File: src/rtl/twin_reg_arbiter_pkg.sv
// -----------------------------------------------------------------------------
// twin_reg_arb_pkg
// Shared definitions for the twin-register arbiter:
//   - arb_state_e        : bank ownership state (idle / owned by 0 / owned by 1)
//   - TWIN_WIDTH_DEFAULT : default data width of q1/q2 and the write data ports
//   - preset_ones()      : all-ones preset pattern for a given width (<= 64)
// -----------------------------------------------------------------------------
package twin_reg_arb_pkg;

  localparam int unsigned TWIN_WIDTH_DEFAULT = 32'd8;

  typedef enum logic [1:0] {
    ST_IDLE = 2'd0,
    ST_OWN0 = 2'd1,
    ST_OWN1 = 2'd2
  } arb_state_e;

  // Returns a 64-bit word whose low w bits are set; callers cast to their width.
  function automatic logic [63:0] preset_ones(input int unsigned w);
    logic [63:0] r;
    if (w >= 32'd64) begin
      r = {64{1'b1}};
    end else begin
      r = (64'd1 << w) - 64'd1;
    end
    return r;
  endfunction

endpackage

File: src/rtl/twin_reg_arbiter_if.sv
// -----------------------------------------------------------------------------
// twin_reg_arbiter_if
// Bundles the requester handshake, write beats, preset command and the
// register/status outputs of the twin-register arbiter.
//   req[k], wr[k], sel[k], last[k] : per-requester handshake and beat controls
//   wdata0 / wdata1                : write data of requester 0 / 1
//   set_req                        : preset command (loads all-ones)
//   gnt, busy, timeout             : ownership status
//   q1, q2                         : the shared register pair
// Modports: master = write masters / system side, slave = the arbiter.
// -----------------------------------------------------------------------------
interface twin_reg_arbiter_if
  import twin_reg_arb_pkg::*;
#(
  parameter int unsigned WIDTH = TWIN_WIDTH_DEFAULT
);

  logic [1:0]       req;
  logic [1:0]       wr;
  logic [1:0]       sel;
  logic [1:0]       last;
  logic [WIDTH-1:0] wdata0;
  logic [WIDTH-1:0] wdata1;
  logic             set_req;
  logic [1:0]       gnt;
  logic [WIDTH-1:0] q1;
  logic [WIDTH-1:0] q2;
  logic             busy;
  logic             timeout;

  modport master (
    output req, wr, sel, last, wdata0, wdata1, set_req,
    input  gnt, q1, q2, busy, timeout
  );

  modport slave (
    input  req, wr, sel, last, wdata0, wdata1, set_req,
    output gnt, q1, q2, busy, timeout
  );

endinterface

File: src/rtl/twin_reg_arbiter_rr_arb2.sv
// -----------------------------------------------------------------------------
// rr_arb2
// Combinational two-way round-robin picker. The pointer register lives in the
// parent; this block only chooses.
//   req_i[1:0] : request vector
//   ptr_i      : 0 favours requester 0, 1 favours requester 1
//   pick_o[1:0]: one-hot pick, or 2'b00 when nobody requests
// -----------------------------------------------------------------------------
module rr_arb2 (
  input  logic [1:0] req_i,
  input  logic       ptr_i,
  output logic [1:0] pick_o
);

  // Favoured requester wins if requesting, otherwise the other one.
  always_comb begin
    pick_o = 2'b00;
    if (ptr_i == 1'b0) begin
      if (req_i[0]) begin
        pick_o = 2'b01;
      end else if (req_i[1]) begin
        pick_o = 2'b10;
      end else begin
        pick_o = 2'b00;
      end
    end else begin
      if (req_i[1]) begin
        pick_o = 2'b10;
      end else if (req_i[0]) begin
        pick_o = 2'b01;
      end else begin
        pick_o = 2'b00;
      end
    end
  end

endmodule

File: src/rtl/twin_reg_arbiter.sv
// -----------------------------------------------------------------------------
// twin_reg_arbiter
// Shares one pair of WIDTH-bit registers (q1/q2) between two write masters.
// A requester gains exclusive ownership through req/gnt, writes single-cycle
// beats to q1 (sel=0) or q2 (sel=1) and releases with a last beat or by
// dropping req. A preset command loads all-ones into both registers while the
// bank is unowned; a preset arriving during ownership is held pending and
// applied on the first idle edge, ahead of any waiting requester.
//
// Ports:
//   clk : rising-edge clock
//   rst : asynchronous active-low reset (release expected synchronous to clk)
//   bus : twin_reg_arbiter_if.slave (req/wr/sel/last/wdata0/wdata1/set_req in,
//         gnt/q1/q2/busy/timeout out)
//
// Optional feature (macro TWIN_ARB_TIMEOUT_EN): bounded ownership. A hold
// counter forces release after MAX_HOLD owned cycles and pulses timeout.
// Without the macro no counter exists and timeout is constant 0.
// -----------------------------------------------------------------------------
module twin_reg_arbiter
  import twin_reg_arb_pkg::*;
#(
  parameter int unsigned WIDTH    = TWIN_WIDTH_DEFAULT,
  parameter int unsigned MAX_HOLD = 32'd16
) (
  input  logic              clk,
  input  logic              rst,
  twin_reg_arbiter_if.slave bus
);

  localparam logic [WIDTH-1:0] PRESET_VAL = WIDTH'(preset_ones(WIDTH));

  if (MAX_HOLD < 32'd2) begin : g_bad_max_hold
    $error("twin_reg_arbiter: MAX_HOLD must be at least 2");
  end
  if (WIDTH > 32'd64) begin : g_bad_width
    $error("twin_reg_arbiter: WIDTH must not exceed 64");
  end

  arb_state_e       state_q, state_d;
  logic             ptr_q, ptr_d;
  logic             set_pend_q, set_pend_d;
  logic [WIDTH-1:0] q1_q, q1_d;
  logic [WIDTH-1:0] q2_q, q2_d;

  logic [1:0]       pick_s;
  logic             own_req_s;
  logic             own_wr_s;
  logic             own_sel_s;
  logic             own_last_s;
  logic [WIDTH-1:0] own_wdata_s;
  logic             normal_rel_s;
  logic             force_rel_s;
  logic [1:0]       gnt_s;
  logic             busy_s;

  rr_arb2 u_rr_arb2 (
    .req_i  (bus.req),
    .ptr_i  (ptr_q),
    .pick_o (pick_s)
  );

  // Select the owning requester's controls; the other requester is ignored.
  always_comb begin
    if (state_q == ST_OWN1) begin
      own_req_s   = bus.req[1];
      own_wr_s    = bus.wr[1];
      own_sel_s   = bus.sel[1];
      own_last_s  = bus.last[1];
      own_wdata_s = bus.wdata1;
    end else begin
      own_req_s   = bus.req[0];
      own_wr_s    = bus.wr[0];
      own_sel_s   = bus.sel[0];
      own_last_s  = bus.last[0];
      own_wdata_s = bus.wdata0;
    end
  end

  // A last beat ends ownership; so does dropping req without one (abort).
  assign normal_rel_s = (own_wr_s & own_last_s) | ~own_req_s;

`ifdef TWIN_ARB_TIMEOUT_EN
  localparam int unsigned HOLD_W = $clog2(MAX_HOLD) + 32'd1;

  logic [HOLD_W-1:0] hold_q, hold_d;
  logic              timeout_q, timeout_d;

  // Hold counter: zero while idle (so it starts at zero on grant), counts owned cycles.
  always_comb begin
    if (state_q == ST_IDLE) begin
      hold_d = '0;
    end else begin
      hold_d = hold_q + HOLD_W'(1);
    end
  end

  assign force_rel_s = (state_q != ST_IDLE) && (hold_q == HOLD_W'(MAX_HOLD - 32'd1));
  // Only flag a timeout when the release was not already a normal one.
  assign timeout_d   = force_rel_s & ~normal_rel_s;

  // Hold counter and timeout pulse registers.
  always_ff @(posedge clk or negedge rst) begin
    if (!rst) begin
      hold_q    <= '0;
      timeout_q <= 1'b0;
    end else begin
      hold_q    <= hold_d;
      timeout_q <= timeout_d;
    end
  end

  assign bus.timeout = timeout_q;
`else
  assign force_rel_s = 1'b0;
  assign bus.timeout = 1'b0;
`endif

  // Next-state, pointer, pending-preset and register-bank update logic.
  always_comb begin
    state_d    = state_q;
    ptr_d      = ptr_q;
    set_pend_d = set_pend_q;
    q1_d       = q1_q;
    q2_d       = q2_q;
    case (state_q)
      ST_IDLE: begin
        // Preset has priority and blocks granting on this edge.
        if (bus.set_req || set_pend_q) begin
          q1_d       = PRESET_VAL;
          q2_d       = PRESET_VAL;
          set_pend_d = 1'b0;
        end else if (pick_s[0]) begin
          state_d = ST_OWN0;
        end else if (pick_s[1]) begin
          state_d = ST_OWN1;
        end else begin
          state_d = ST_IDLE;
        end
      end
      ST_OWN0, ST_OWN1: begin
        if (bus.set_req) begin
          set_pend_d = 1'b1;
        end else begin
          set_pend_d = set_pend_q;
        end
        if (own_wr_s) begin
          if (own_sel_s) begin
            q2_d = own_wdata_s;
          end else begin
            q1_d = own_wdata_s;
          end
        end else begin
          q1_d = q1_q;
          q2_d = q2_q;
        end
        // Any release hands priority to the other requester.
        if (normal_rel_s || force_rel_s) begin
          state_d = ST_IDLE;
          ptr_d   = (state_q == ST_OWN0);
        end else begin
          state_d = state_q;
        end
      end
      default: begin
        state_d = ST_IDLE;
      end
    endcase
  end

  // State, pointer, pending preset and register bank.
  always_ff @(posedge clk or negedge rst) begin
    if (!rst) begin
      state_q    <= ST_IDLE;
      ptr_q      <= 1'b0;
      set_pend_q <= 1'b0;
      q1_q       <= '0;
      q2_q       <= '0;
    end else begin
      state_q    <= state_d;
      ptr_q      <= ptr_d;
      set_pend_q <= set_pend_d;
      q1_q       <= q1_d;
      q2_q       <= q2_d;
    end
  end

  // Grant and busy decode straight from the state register.
  always_comb begin
    gnt_s  = 2'b00;
    busy_s = 1'b0;
    case (state_q)
      ST_OWN0: begin
        gnt_s  = 2'b01;
        busy_s = 1'b1;
      end
      ST_OWN1: begin
        gnt_s  = 2'b10;
        busy_s = 1'b1;
      end
      default: begin
        gnt_s  = 2'b00;
        busy_s = 1'b0;
      end
    endcase
  end

  assign bus.gnt  = gnt_s;
  assign bus.busy = busy_s;
  assign bus.q1   = q1_q;
  assign bus.q2   = q2_q;

endmodule

File: src/flat_wrapper.sv
// flat-port wrapper written by rule: the top's interface ports become plain ports
module twin_reg_arbiter_flat import twin_reg_arb_pkg::*;
#(
  parameter int unsigned WIDTH    = TWIN_WIDTH_DEFAULT,
  parameter int unsigned MAX_HOLD = 32'd16
)
  (clk, rst, bus_req, bus_wr, bus_sel, bus_last, bus_wdata0, bus_wdata1, bus_set_req, bus_gnt, bus_q1, bus_q2, bus_busy, bus_timeout);
  twin_reg_arbiter_if #(.WIDTH(WIDTH)) bus_i ();
  input  logic clk;
  input  logic rst;
  input wire logic [$bits(bus_i.req)-1:0] bus_req;
  input wire logic [$bits(bus_i.wr)-1:0] bus_wr;
  input wire logic [$bits(bus_i.sel)-1:0] bus_sel;
  input wire logic [$bits(bus_i.last)-1:0] bus_last;
  input wire logic [$bits(bus_i.wdata0)-1:0] bus_wdata0;
  input wire logic [$bits(bus_i.wdata1)-1:0] bus_wdata1;
  input wire logic [$bits(bus_i.set_req)-1:0] bus_set_req;
  output wire logic [$bits(bus_i.gnt)-1:0] bus_gnt;
  output wire logic [$bits(bus_i.q1)-1:0] bus_q1;
  output wire logic [$bits(bus_i.q2)-1:0] bus_q2;
  output wire logic [$bits(bus_i.busy)-1:0] bus_busy;
  output wire logic [$bits(bus_i.timeout)-1:0] bus_timeout;
  assign bus_i.req = bus_req;
  assign bus_i.wr = bus_wr;
  assign bus_i.sel = bus_sel;
  assign bus_i.last = bus_last;
  assign bus_i.wdata0 = bus_wdata0;
  assign bus_i.wdata1 = bus_wdata1;
  assign bus_i.set_req = bus_set_req;
  assign bus_gnt = bus_i.gnt;
  assign bus_q1 = bus_i.q1;
  assign bus_q2 = bus_i.q2;
  assign bus_busy = bus_i.busy;
  assign bus_timeout = bus_i.timeout;
  twin_reg_arbiter #(.WIDTH(WIDTH), .MAX_HOLD(MAX_HOLD)) u_core (.clk(clk), .rst(rst), .bus(bus_i));
endmodule
File: config.mk
export PLATFORM = sky130hd
export DESIGN_NAME = twin_reg_arbiter_flat
export DESIGN_NICKNAME = d
export VERILOG_FILES = /design/src/rtl/twin_reg_arbiter_pkg.sv /design/src/rtl/twin_reg_arbiter_if.sv /design/src/rtl/twin_reg_arbiter_rr_arb2.sv /design/src/rtl/twin_reg_arbiter.sv /design/src/flat_wrapper.sv
export SDC_FILE = /design/constraint.sdc
export NUM_CORES = 1
export LEC_CHECK = 0
export CAP_MARGIN = 20
export CELL_PAD_IN_SITES_DETAIL_PLACEMENT = 0
export CELL_PAD_IN_SITES_GLOBAL_PLACEMENT = 2
export CORE_UTILIZATION = 25
export CTS_CLUSTER_DIAMETER = 50
export DETAILED_ROUTE_END_ITERATION = 6
export GPL_TIMING_DRIVEN = 1
export PLACE_DENSITY_LB_ADDON = 0.05
export RECOVER_POWER = 50
export REMOVE_ABC_BUFFERS = 1
export SLEW_MARGIN = 25
export SYNTH_ARGS = -nofsm -noshare
export SYNTH_HDL_FRONTEND = slang
export SYNTH_SLANG_ARGS = --single-unit
File: constraint.sdc
create_clock -name clk -period 2.01 [get_ports clk]
set_clock_uncertainty 0.2 [all_clocks]
set_input_delay 0.402 -clock clk [delete_from_list [all_inputs] [get_ports clk]]
set_output_delay 0.402 -clock clk [all_outputs]
set_load 0.01 [all_outputs]
==> summary.txt <==
Cells and area
  – Synthesis-to-layout area growth: 65.7%
  – Post-route cell area: 1770 um^2
  – Post-route insts no fill: 203
  – Fin nets: 186
  – Final core occ: 43.6%
  – Share of cells above drive strength 1: 20.9%
  – ANT cells: 0
  – Fillers: 404

Setup path
  – CP Class: flip-flop to flip-flop
  – Worst path max stage delay: 380 ps
  – Critical path required time: 1960 ps
  – Internal reg-to-reg setup slack: 50 ps
  – Crit path from: u_core.state_q[1]$_DFFE_PN0P_
  – Slowest stage cell, crit path: dfrtp_1
  – Arrival time at the worst endpoint: 1900 ps
  – Startpoint Class: flip-flop
  – Worst R2R Path Depth: 6
  – CP Buf/Inv Count: 2
  – Setup crit end kind: flip-flop
  – CP cell instances: buf_4 > buf_4 > ha_2 > mux2_4 > a31oi_4 > mux2_4
  – Reg2reg end: u_core.ptr_q$_DFFE_PN0P_
  – CP Depth: 6
  – Worst r2r src: u_core.state_q[1]$_DFFE_PN0P_
  – CP Max Fanout: 3
  – Delay-heaviest family, CP: multiplexers

GRT
  – First-pass GRT wire length: 4580 um
  – Met1 global-route usage: 19.0%
  – Vias in the first global route: 912
  – Met2 GRT Util: 22.1%
  – All-layer global routing usage: 14.1%
  – Routing usage on met3: 3.72%
  – GRT overflow: 0
  – Pin count of the biggest net entering global routing: 21
  – Initial antenna violation count: 0
  – Top Usage Layer GRT: met2

Min path
  – Worst min path class: flip-flop to flip-flop
  – Hold path cells: 1
  – Hold_sp: u_core.bus.q1[2]$_DFFE_PN0P_
  – Worst Hold End: u_core.bus.q1[2]$_DFFE_PN0P_

Floorplanning
  – Chip height: 67.4 um
  – Cell Rows: 23
  – Die area: 4540 um^2
  – Die width: 67.4 um
  – Io pins: 47
  – CORE AREA: 4060 um^2
  – Initial Util: 26.3%

Power
  – Portion of total power attributed to sequential cells: 25.0%
  – Sw Pwr: 0.000963 W
  – Sw Ratio: 38.1%
  – LEAKAGE: 0.655 nW
  – Internal power: 0.00157 W
  – Combinational power share: 59.0%
  – Max rail drop VDD: 0.808 mV
  – Clock Power Share: 16.1%
  – Total power per unit cell area: 1430 nW/um^2

Detailed routing
  – DR vias/cell: 4.60
  – # DRC: 0
  – Post-route ant nets: 0
  – First-pass DRT Iterations: 4
  – DR WL/cell: 14.4 um
  – Routed wire length: 2930 um
  – Initial DRC count: 35
  – Routed vias: 934

CTS
  – Clock root cell: clkbuf_8
  – CTS Buf Count: 3
  – CTS hold repair buffers: 0
  – Clk slew on worst S/H paths: 80 ps
  – Longest Clk Path Bufs: 2
  – H-tree depth: 1
  – Clock insertion delay at the later pin of the skew report: 250 ps
  – CTS tree: done
  – Clock Sinks: 20

Placement
  – Placed Cells: 198
  – Final HPWL DP: 2180 um
  – DP Area: 1650 um^2
  – Port bufs: 45
  – Gp weighted congestion: 0.778

STA
  – RSZ-0062 raised after global routing: no
  – Worst-margin pin slew: 1120 ps
  – Final hold vios: 0
  – Slew margin rel.: 25.6%
  – Setup Total Neg Slack: 0 ps
  – Period utilization: 97.3%
  – Final min period: 1960 ps
  – Setup Viol. Count Final: 0
  – Max-slew violations: 0
  – Fmax: 0.511 GHz

Synth
  – Sequential area share after synthesis: 46.8%
  – Number of synthesized flops with an enable pin: 0
  – Yosys top cell area share: 46.8%
  – Post-synth top area cell: dfrtp_1
  – Synth Area per Inst: 11.4 um^2
  – Most used DFF post-synth: dfrtp_1
  – #FFs+latches synth: 20
  – Most frequent cell after synthesis: dfrtp_1
  – Mapped cell area: 1070 um^2
  – Post-synth cell types: 27
  – Async set-reset flop share out of synthesis: 100%
  – Top post-synthesis cells by area: dfrtp_1 (47%), o22a_1 (13%), mux2i_1 (7.5%)
  – Syn Inst Count: 94
  – Commonest cells post-synth: dfrtp_1 (20), o22a_1 (16), nand2_1 (14)
  – Ys Warns: 0

Run status
  – Status: complete, no violations

Flow run
  – Max_cap viols: 0
[how the worst max path moves through the flow]
stage | endpoint | slack, ps
final | u_core.ptr_q$_DFFE_PN0P_ | 50
after global routing | u_core.bus.q1[6]$_DFFE_PN0P_ | 6
after CTS | u_core.ptr_q$_DFFE_PN0P_ | 5
after detailed placement | u_core.bus.q2[1]$_DFFE_PN0P_ | -60
after global placement | u_core.bus.q2[5]$_DFFE_PN0P_ | -30
after floorplan | u_core.bus.q1[0]$_DFFE_PN0P_ | -30
[power groups by stage]
stage | registers (W) | logic, W | clock network [W]
2_1_floorplan | 0.000697 | 0.000674 | 0
3_3_place_gp | 0.000647 | 0.00141 | 0
3_5_place_dp | 0.000644 | 0.00143 | 0
4_1_cts | 0.000638 | 0.00149 | 0.000415
5_1_grt | 0.000655 | 0.00163 | 0.000439
6_report | 0.000632 | 0.00149 | 0.000406
[flip-flops by register name, indices dropped and copies added, names as in the netlist]
signal             cells
u_core.bus.q1          8
u_core.set_pend_q      1
u_core.bus.q2          8
u_core.state_q         2
u_core.ptr_q           1
[cell type report]
cell class | instances | area (um^2) | share of cell area, %
multi-input combinational | 66 | 577 | 32.6
timing repair buffer | 58 | 541 | 30.5
sequential | 20 | 500 | 28.3
tap | 50 | 62.6 | 3.53
clock buffer | 3 | 41.3 | 2.33
clock inverter | 1 | 30.0 | 1.70
inverter | 5 | 18.8 | 1.06
[what timing repair did]
action                     CTS  global route
buffers inserted             1             0
hold endpoints to repair     0             0
pin swaps                    0             1
setup endpoints to repair    4             9
gates resized for setup      9             7
[routing by layer]
layer | up-vias | wire length (um)
li1 | 465 | -
met2 | 30 | 1370
met1 | 437 | 1400
met5 | - | 0
met3 | 2 | 143
met4 | 0 | 19
[cells in the final DEF (no fill, tap or decap), drive strengths merged, types with 2 or more instances in the layout]
cell	n
a21oi	2
buf	12
clkbuf	4
clkdlybuf4s50	35
dfrtp	20
dlygate4sd2	3
dlygate4sd3	7
ha	5
inv	5
mux2	2
mux2i	8
nand2	14
nand3	2
nor2	2
nor3b	2
o21ai	4
o22a	16
o2bb2ai	2
[stage by stage]
step                      power, W  hold slack [ps]  worst slack [ps]
after global routing       0.00272              328              6.31
after floorplan            0.00137            -93.6             -34.7
after detailed placement   0.00208              280             -56.3
after CTS                  0.00254              300              5.35
after global placement     0.00206              281             -27.3
final                      0.00253              294              54.7
[cell families (layout without fill, tap and decap cells)]
kind of cell	after synthesis	in the layout	synth area share, %
compound gates	27	27	20.8
fa+ha+maj	5	5	5.85
buf+inv	8	67	4.21
flops	20	20	46.8
mux	10	10	9.60
other cells	1	1	0.351
simple gates	23	23	12.3
(Power assumes the default switching activity.)
